$ cat src/rtl/jump_game_sequencer.sv
// Jump game sequencer: wall-step and jump-frame timebases, game state machine,
// LFSR wall scheduling, jump arbitration, collision judgement and score/highscore.
module jump_game_sequencer #(
  parameter int STEP_BASE  = 4000000,
  parameter int STEP_DEC   = 250000,
  parameter int STEP_MIN   = 2750000,
  parameter int FRAME_DIV  = 5000000,
  parameter int LEVEL_WINS = 5,
  parameter int TALL_STEP  = 32
) (
  input  logic       CLOCK_50,
  input  logic       RESET_N,
  input  logic       toggle,
  input  logic       new_game,
  input  logic       key_s_n,
  input  logic       key_l_n,
  output logic [1:0] game_state,
  output logic [3:0] wall_pos,
  output logic       wall_tall,
  output logic [1:0] jump_sel,
  output logic [3:0] jump_frame,
  output logic       clear_low,
  output logic       clear_high,
  output logic [7:0] score,
  output logic [7:0] highscore,
  output logic       new_high
);

  typedef enum logic [1:0] {
    ST_IDLE = 2'b00,
    ST_RUN  = 2'b01,
    ST_EVAL = 2'b10,
    ST_LOST = 2'b11
  } state_t;

  localparam logic [1:0]  JUMP_NONE  = 2'b00;
  localparam logic [1:0]  JUMP_SMALL = 2'b01;
  localparam logic [1:0]  JUMP_LARGE = 2'b10;
  localparam logic [3:0]  SMALL_LAST = 4'd6;
  localparam logic [3:0]  LARGE_LAST = 4'd9;
  localparam logic [22:0] FRAME_LAST = 23'(FRAME_DIV - 1);

  function automatic logic [7:0] sat_inc8(input logic [7:0] v);
    return (v == 8'hFF) ? v : v + 8'd1;
  endfunction

  function automatic logic [2:0] level_of(input logic [7:0] s);
    int q;
    q = int'(s) / LEVEL_WINS;
    return (q > 6) ? 3'd6 : q[2:0];
  endfunction

  function automatic logic [21:0] step_last(input logic [2:0] lv);
    logic signed [31:0] p;
    p = STEP_BASE - int'(lv) * STEP_DEC;
    if (p < STEP_MIN) p = STEP_MIN;
    return 22'(p - 1);
  endfunction

  function automatic logic [7:0] lfsr_next(input logic [7:0] v);
    return {v[6:0], v[7] ^ v[5] ^ v[4] ^ v[3]};
  endfunction

  state_t      state;
  logic [21:0] step_cnt;
  logic [22:0] frame_cnt;
  logic [2:0]  level;
  logic [7:0]  lfsr;
  logic        ks_meta, ks_sync, kl_meta, kl_sync;
  logic        arm_s, arm_l;

  logic        key_s, key_l, active, step_tc, frame_tc, jump_end, cleared;
  logic [2:0]  lvl_now;
  logic [3:0]  jump_last;
  logic [7:0]  score_inc;

  assign key_s      = ~ks_sync;
  assign key_l      = ~kl_sync;
  assign active     = (state == ST_RUN) || (state == ST_EVAL);
  assign lvl_now    = level_of(score);
  assign step_tc    = (step_cnt == step_last(level));
  assign frame_tc   = (frame_cnt == FRAME_LAST);
  assign jump_last  = (jump_sel == JUMP_SMALL) ? SMALL_LAST : LARGE_LAST;
  assign jump_end   = (jump_sel != JUMP_NONE) && frame_tc && (jump_frame == jump_last);
  assign cleared    = wall_tall ? clear_high : clear_low;
  assign score_inc  = sat_inc8(score);
  assign game_state = state;

  always_comb begin
    clear_low  = 1'b0;
    clear_high = 1'b0;
    if (state != ST_LOST) begin
      clear_low  = ((jump_sel == JUMP_SMALL) && (jump_frame >= 4'd1) && (jump_frame <= 4'd4)) ||
                   ((jump_sel == JUMP_LARGE) && (jump_frame >= 4'd1) && (jump_frame <= 4'd5));
      clear_high = (jump_sel == JUMP_LARGE) && (jump_frame >= 4'd2) && (jump_frame <= 4'd4);
    end
  end

  // Key synchronisers keep sampling even while the game is frozen.
  always_ff @(posedge CLOCK_50 or negedge RESET_N) begin
    if (!RESET_N) begin
      ks_meta <= 1'b1;
      ks_sync <= 1'b1;
      kl_meta <= 1'b1;
      kl_sync <= 1'b1;
    end else begin
      ks_meta <= key_s_n;
      ks_sync <= ks_meta;
      kl_meta <= key_l_n;
      kl_sync <= kl_meta;
    end
  end

  always_ff @(posedge CLOCK_50 or negedge RESET_N) begin
    if (!RESET_N) begin
      state      <= ST_IDLE;
      wall_pos   <= '0;
      wall_tall  <= 1'b0;
      jump_sel   <= JUMP_NONE;
      jump_frame <= '0;
      score      <= '0;
      highscore  <= '0;
      new_high   <= 1'b0;
      step_cnt   <= '0;
      frame_cnt  <= '0;
      level      <= '0;
      lfsr       <= 8'hA5;
      arm_s      <= 1'b1;
      arm_l      <= 1'b1;
    end else if (toggle) begin
      new_high <= 1'b0;
      if (!key_s) arm_s <= 1'b1;
      if (!key_l) arm_l <= 1'b1;
      // A fresh game also restarts at level 0 so its first walls use the base period.
      if (new_game) begin
        state      <= ST_RUN;
        wall_pos   <= '0;
        step_cnt   <= '0;
        frame_cnt  <= '0;
        jump_sel   <= JUMP_NONE;
        jump_frame <= '0;
        score      <= '0;
        wall_tall  <= 1'b0;
        level      <= '0;
      end else if (active) begin
        if (step_tc) begin
          step_cnt <= '0;
          wall_pos <= wall_pos + 4'd1;
          if (wall_pos == 4'd15) begin
            wall_tall <= (int'(lfsr) < (int'(lvl_now) * TALL_STEP));
            lfsr      <= lfsr_next(lfsr);
            level     <= lvl_now;
          end
        end else begin
          step_cnt <= step_cnt + 22'd1;
        end

        if (state == ST_EVAL) begin
          if (cleared) begin
            score <= score_inc;
            state <= ST_RUN;
            if (score_inc > highscore) begin
              highscore <= score_inc;
              new_high  <= 1'b1;
            end
          end else begin
            state <= ST_LOST;
          end
        end else if (step_tc && (wall_pos == 4'd14)) begin
          state <= ST_EVAL;
        end

        // Jump frames; the key that finished a jump stays dis-armed until released.
        if (jump_sel != JUMP_NONE) begin
          if (frame_tc) begin
            frame_cnt  <= '0;
            jump_frame <= jump_frame + 4'd1;
          end else begin
            frame_cnt <= frame_cnt + 23'd1;
          end
          if (jump_end) begin
            jump_sel   <= JUMP_NONE;
            jump_frame <= '0;
            if (jump_sel == JUMP_SMALL) arm_s <= 1'b0;
            else                        arm_l <= 1'b0;
          end
        end else if (key_s && arm_s) begin
          jump_sel   <= JUMP_SMALL;
          jump_frame <= '0;
          frame_cnt  <= '0;
        end else if (key_l && arm_l) begin
          jump_sel   <= JUMP_LARGE;
          jump_frame <= '0;
          frame_cnt  <= '0;
        end
      end
    end
  end

endmodule

$ cat config.mk
export PLATFORM = sky130hd
export DESIGN_NAME = jump_game_sequencer
export DESIGN_NICKNAME = d
export VERILOG_FILES = /design/src/rtl/jump_game_sequencer.sv
export SDC_FILE = /design/constraint.sdc
export NUM_CORES = 1
export LEC_CHECK = 0
export ABC_CLOCK_PERIOD_IN_PS = 6100
export BUFFER_PORTS_ARGS = -buffer_cell sky130_fd_sc_hd__buf_2
export CAP_MARGIN = 20
export CORE_ASPECT_RATIO = 1.75
export CORE_MARGIN = 1.5
export CORE_UTILIZATION = 30
export DETAILED_ROUTE_END_ITERATION = 8
export GPL_TIMING_DRIVEN = 0
export PLACE_DENSITY = 0.56
export SLEW_MARGIN = 20
export SYNTH_ARGS = -nofsm -noshare
export SYNTH_HDL_FRONTEND = slang
export SYNTH_SLANG_ARGS = --single-unit
$ cat constraint.sdc
create_clock -name CLOCK_50 -period 6.1 [get_ports CLOCK_50]
set_clock_uncertainty 0.05 [all_clocks]
set_input_delay 0.61 -clock CLOCK_50 [delete_from_list [all_inputs] [get_ports CLOCK_50]]
set_output_delay 0.61 -clock CLOCK_50 [all_outputs]
set_load 0.01 [all_outputs]
======== After elaboration in Yosys (flattened, before gate mapping) ========
Cells that the tools add are included.
storage, ports and cells
  bits in latches ......................... 0
  output and inout port bits .............. 32
  word-level logic and storage cells ...... 151
  memory bits (read-only) ................. 0
  memories ................................ 0
  RAM bits ................................ 0
  bits in registers ....................... 92
  input port bits ......................... 6
operators by class
  reductions and logical operators ........ 31
  add/sub/neg operators ................... 7
  shifts and indexed selects .............. 0
  magnitude comparators ................... 8
  div/mod/pow operators ................... 1
  bitwise operators ....................... 6
  equality and inequality tests ........... 13
  multipliers ............................. 1
  multiplexer cells ....................... 66
operators with widths
  cell                    count
  $mux 23                 6
  $mux 22                 4
  $mux 4                  11
  $mux 8                  5
  $div 9x4->32 const B    1
  $gt 32x4->1 const B     1
  $mux 1                  24
  $add 23x1->23 const B   1
  $eq 23x23->1 const B    1
  $lt 23x23->1 const B    1
  $sub 22x21->23 const A  1
  $add 22x1->22 const B   1
  $eq 22x22->1            1
  $mux 2                  11
  $sub 22x2->22 const B   1
  $mul 3x14->17 const B   1
  $reduce_and 4->1        4
  $mux 3                  5
  $reduce_bool 2->1       6
  $logic_and 1x1->1       11
  $reduce_and 3->1        3
  $add 4x1->4 const B     2
  $add 8x1->8 const B     1
  $eq 4x4->1 const B      2
  20 further kinds        28

======== Depth between registers and ports, before layout ========
  depth in word-level cells ............... 11
  gate-level depth with buffers ........... 22
  mapped depth without buffers ............ 19

======== Least setup slack after synthesis ========
No wires, ideal clock.
  kind .................................... flip-flop to flip-flop
  start point ............................. reg level[0]
  end point ............................... reg lfsr[6]
  path buffers ............................ 5
  slack ................................... 0.866 ns
  cell stages (with the launch flop) ...... 21
  arrival time ............................ 5.059 ns
  path through ............................ dfrtp_1 clkbuf_1 inv_1 ha_1 ha_1 inv_1 fa_1 clkbuf_1 nor4bb_1 o2111ai_1 a21oi_2 nor4_4 a211oi_2 buf_6 o21ai_0 a222oi_1 nand4_2 nor4bb_1 buf_2 buf_6 mux2_2
on the way
  word-level cells in the longest chain between the ends .. 7
ends and longest elaborated chain
  what                          line  source
  start: declaration            67    logic [2:0] level;
  start signal: assignment      152   level <= lvl_now;
  $mul 3x14->17 *               55    p = STEP_BASE - int'(lv) * STEP_DEC;
  $sub 22x21->23 *              55
  $lt 23x23->1                  56    if (p < STEP_MIN) p = STEP_MIN;
  $mux 22 *                     56
  $sub 22x2->22 *               57    return 22'(p - 1);
  $eq 22x22->1 *                81    assign step_tc = (step_cnt == step_last(level));
  $reduce_and 5->1 (no line) *  -
  end signal: assignment        151   lfsr <= lfsr_next(lfsr);
  end: declaration              68    logic [7:0] lfsr;
Mark *: on every way between the ends. The rest lies on a longest branch, timed or not.
A chain may end at the register's enable or synchronous reset.

======== Final worst setup path ========
Same ends and word-level chain as after synthesis.

==> run metrics <==
reg2reg start level[0]$_DFFE_PN0P_; arrival time of the worst setup path 5880 ps; Placement Setup Slack -311.1 ps; DIE WIDTH 121.3 um; Placed Area 7945 sq um; synthesis-stage register bit count 92; Total Die Area 25470 sq um; ys async rst share 100.0%; complex-gate fraction of the synthesized area 20.24%; clk slew on worst S/H paths 70 ps; Synth Area in Adders 7.971%; Avg Inst Size Synth 8.424 sq um; fin nets 972; Final Util 34.75%; Row Count 75; count leader, synth nand2_1; Final Hold Viols 0; post-route antenna net violation count 0; kind of critical path reg -> reg; final max-slew violation count 0; post-synthesis mux area share 2.368%; post-route design area 8348 sq um; Yosys cell types 85; fraction of the mapped netlist area in simple logic gates 25.41%; global-route wire length before repair 33190 um; Power Density 260.2 nW/um^2; Total Wirelength 20330 um; worst-path maximum fanout 12; Yosys top cell area share 27.93%; CTS Buffer Depth 2; Avg WL per Cell 16.48 um; CTS Buf Count 9; setup ws final 402.3 ps; Yosys top cell by area dfrtp_1; via count 6622; Crit. Startpoint level[0]$_DFFE_PN0P_; worst-skew pair later-pin latency 350 ps; top post-synthesis cells by area dfrtp_1 (28%), ha_1 (7.2%), nand2_1 (4.4%); sequential cell area fraction in the yosys report 31.51%; crit end category register; Mapped Cells 872; final worst path period share 93.40%; Tmin final 5698 ps; vias per inst 5.366; drt drc 0; reg2reg path depth 20; leakage power 3.542 nW; fmax 0.1755 GHz; Reg area 2317 sq um; TritonCTS clock tree built; pin count of the biggest net entering global routing 75; Yosys warnings 0; DRT Pass-1 Iters 5; status finished, final reports clean; EDFF count, synth 0; starting density of the core 30.58%; area growth from synthesis to layout 13.64%; initial antenna violation count 0; Power Total 2.172 mW; Routability Congestion 0.8986; Worst Tran Pin Value 729.3 ps; flop2flop setup slack 400 ps; # IOs 38; Post-synth top cells nand2_1 (86), dfrtp_1 (82), nor2_1 (77), o21ai_0 (56), inv_1 (43); Antenna diodes 0; clk root buf clkbuf_16; largest family of logic cells by synthesized area simple AND/OR/NAND/NOR gates; Critical R2R Capture lfsr[6]$_DFFE_PN0P_; Initial DRC Count 359; area of the multi-input gates 4751 sq um; Max-Cap Viols 0; clk sinks 92; Most used DFF post-synth dfrtp_1; core footprint 24020 sq um; Netlist Area Pre-Place 7346 sq um; Die H 210 um; Fill cells 2573; Peak supply drop 0.1368 mV; total track usage 16.28%; number of global-route vias before repair 6662; CP Data Required Time 6280 ps; input/output buffers 36; Setup Viol. Count Final 0; H-tree depth 3; Synth Area in XOR/XNOR 7.937%; syn nets 923; HP Class in -> async; crit path to lfsr[6]$_DFFE_PN0P_; DPL Wire Length 15940 um; Setup TNS 0 ps; Worst setup SP type register; fraction of final layout cells with drive strength greater than 1 12.63%; Rel. slew slack 50.98%; GRT overflow 0
-- cells by family after synthesis --
logic type,count (synthesis)
fa+ha+maj,45
mux,16
flops,92
buf+inv,80
simple gates,356
compound gates,218
xor+xnor,65
-- final cells by class --
type	instances	share of cell area, %
buffer	37	2.143
clock buffer	10	2.863
timing repair buffer	38	2.653
sequential	92	27.76
clock inverter	6	1.124
inverter	43	1.933
multi-input combinational	700	56.91
tap	308	4.616
-- worst max-delay path, stage by stage (launching register included) --
cell and delay (ps):
dfrtp_2 500, clkbuf_4 270, inv_1 150, ha_2 460
ha_1 230, inv_1 60, fa_1 420, clkbuf_1 230
nor4bb_2 350, o2111ai_1 220, a21oi_2 240, nor4_4 100
a211oi_2 300, buf_6 190, o21ai_0 110, a222oi_1 430
nand4_2 200, nor4bb_2 370, buf_2 230, buf_6 150
mux2_2 330
-- placed cells by master (no fill, tap or decap), drive strengths merged, types with 19 or more instances in the layout --
master / n
o21ai: 63
nor3: 20
a21oi: 41
nor2: 77
inv: 46
and3: 21
xor2: 29
buf: 47
nand4: 20
nand2: 86
ha: 42
xnor2: 35
dfrtp: 82
nor2b: 19
nand3: 38
clkbuf: 38
-- metrics by stage --
step	hold slack (ps)	cells
after floorplan	264.4	872
after global placement	297.5	1216
after detailed placement	300.2	1217
after CTS	33.79	1233
after global routing	37.30	1234
final	34.66	1234
-- repair_timing --
item / 4_1_cts / 5_1_grt
hold buffers: 0 / 0
setup buffers: 0 / 1
pin swaps: 0 / 2
resized for setup: 3 / 12
endpoints found under the setup margin: 28 / 28
-- report_power, final --
part	switching, mW	internal [mW]	leakage (nW)
clock network	0.252	0.376	0.165
registers	0.0702	0.648	1.23
logic	0.508	0.318	2.15
total	0.831	1.34	3.54
-- how the worst min path moves through the flow --
stage                            startpoint                   endpoint  slack, ps  cells past startpoint
after floorplan                     RESET_N   frame_cnt[0]$_DFFE_PN0P_        260                      0
after global placement    ks_meta$_DFF_PN1_          ks_sync$_DFF_PN1_        300                      0
after detailed placement  ks_meta$_DFF_PN1_          ks_sync$_DFF_PN1_        300                      0
after CTS                           RESET_N  frame_cnt[14]$_DFFE_PN0P_         30                      1
after global routing                RESET_N  frame_cnt[14]$_DFFE_PN0P_         40                      1
final                               RESET_N  frame_cnt[14]$_DFFE_PN0P_         30                      1
-- layer usage --
metal,wire [um],global-route usage [%]
met2,10920,30.68
met3,470,2.165
met4,1098,8.966
met1,7848,17.02
met5,0,0
-- flip-flops by register name, summed over array words and instances, names as in the netlist, 2 cells and up --
| name | count |
|---|---|
| frame_cnt | 23 |
| step_cnt | 22 |
| highscore | 8 |
| lfsr | 8 |
| score | 8 |
| jump_frame | 4 |
| wall_pos | 4 |
| level | 3 |
| game_state | 2 |
| jump_sel | 2 |
Note: power is estimated with default switching activity, not from simulation.
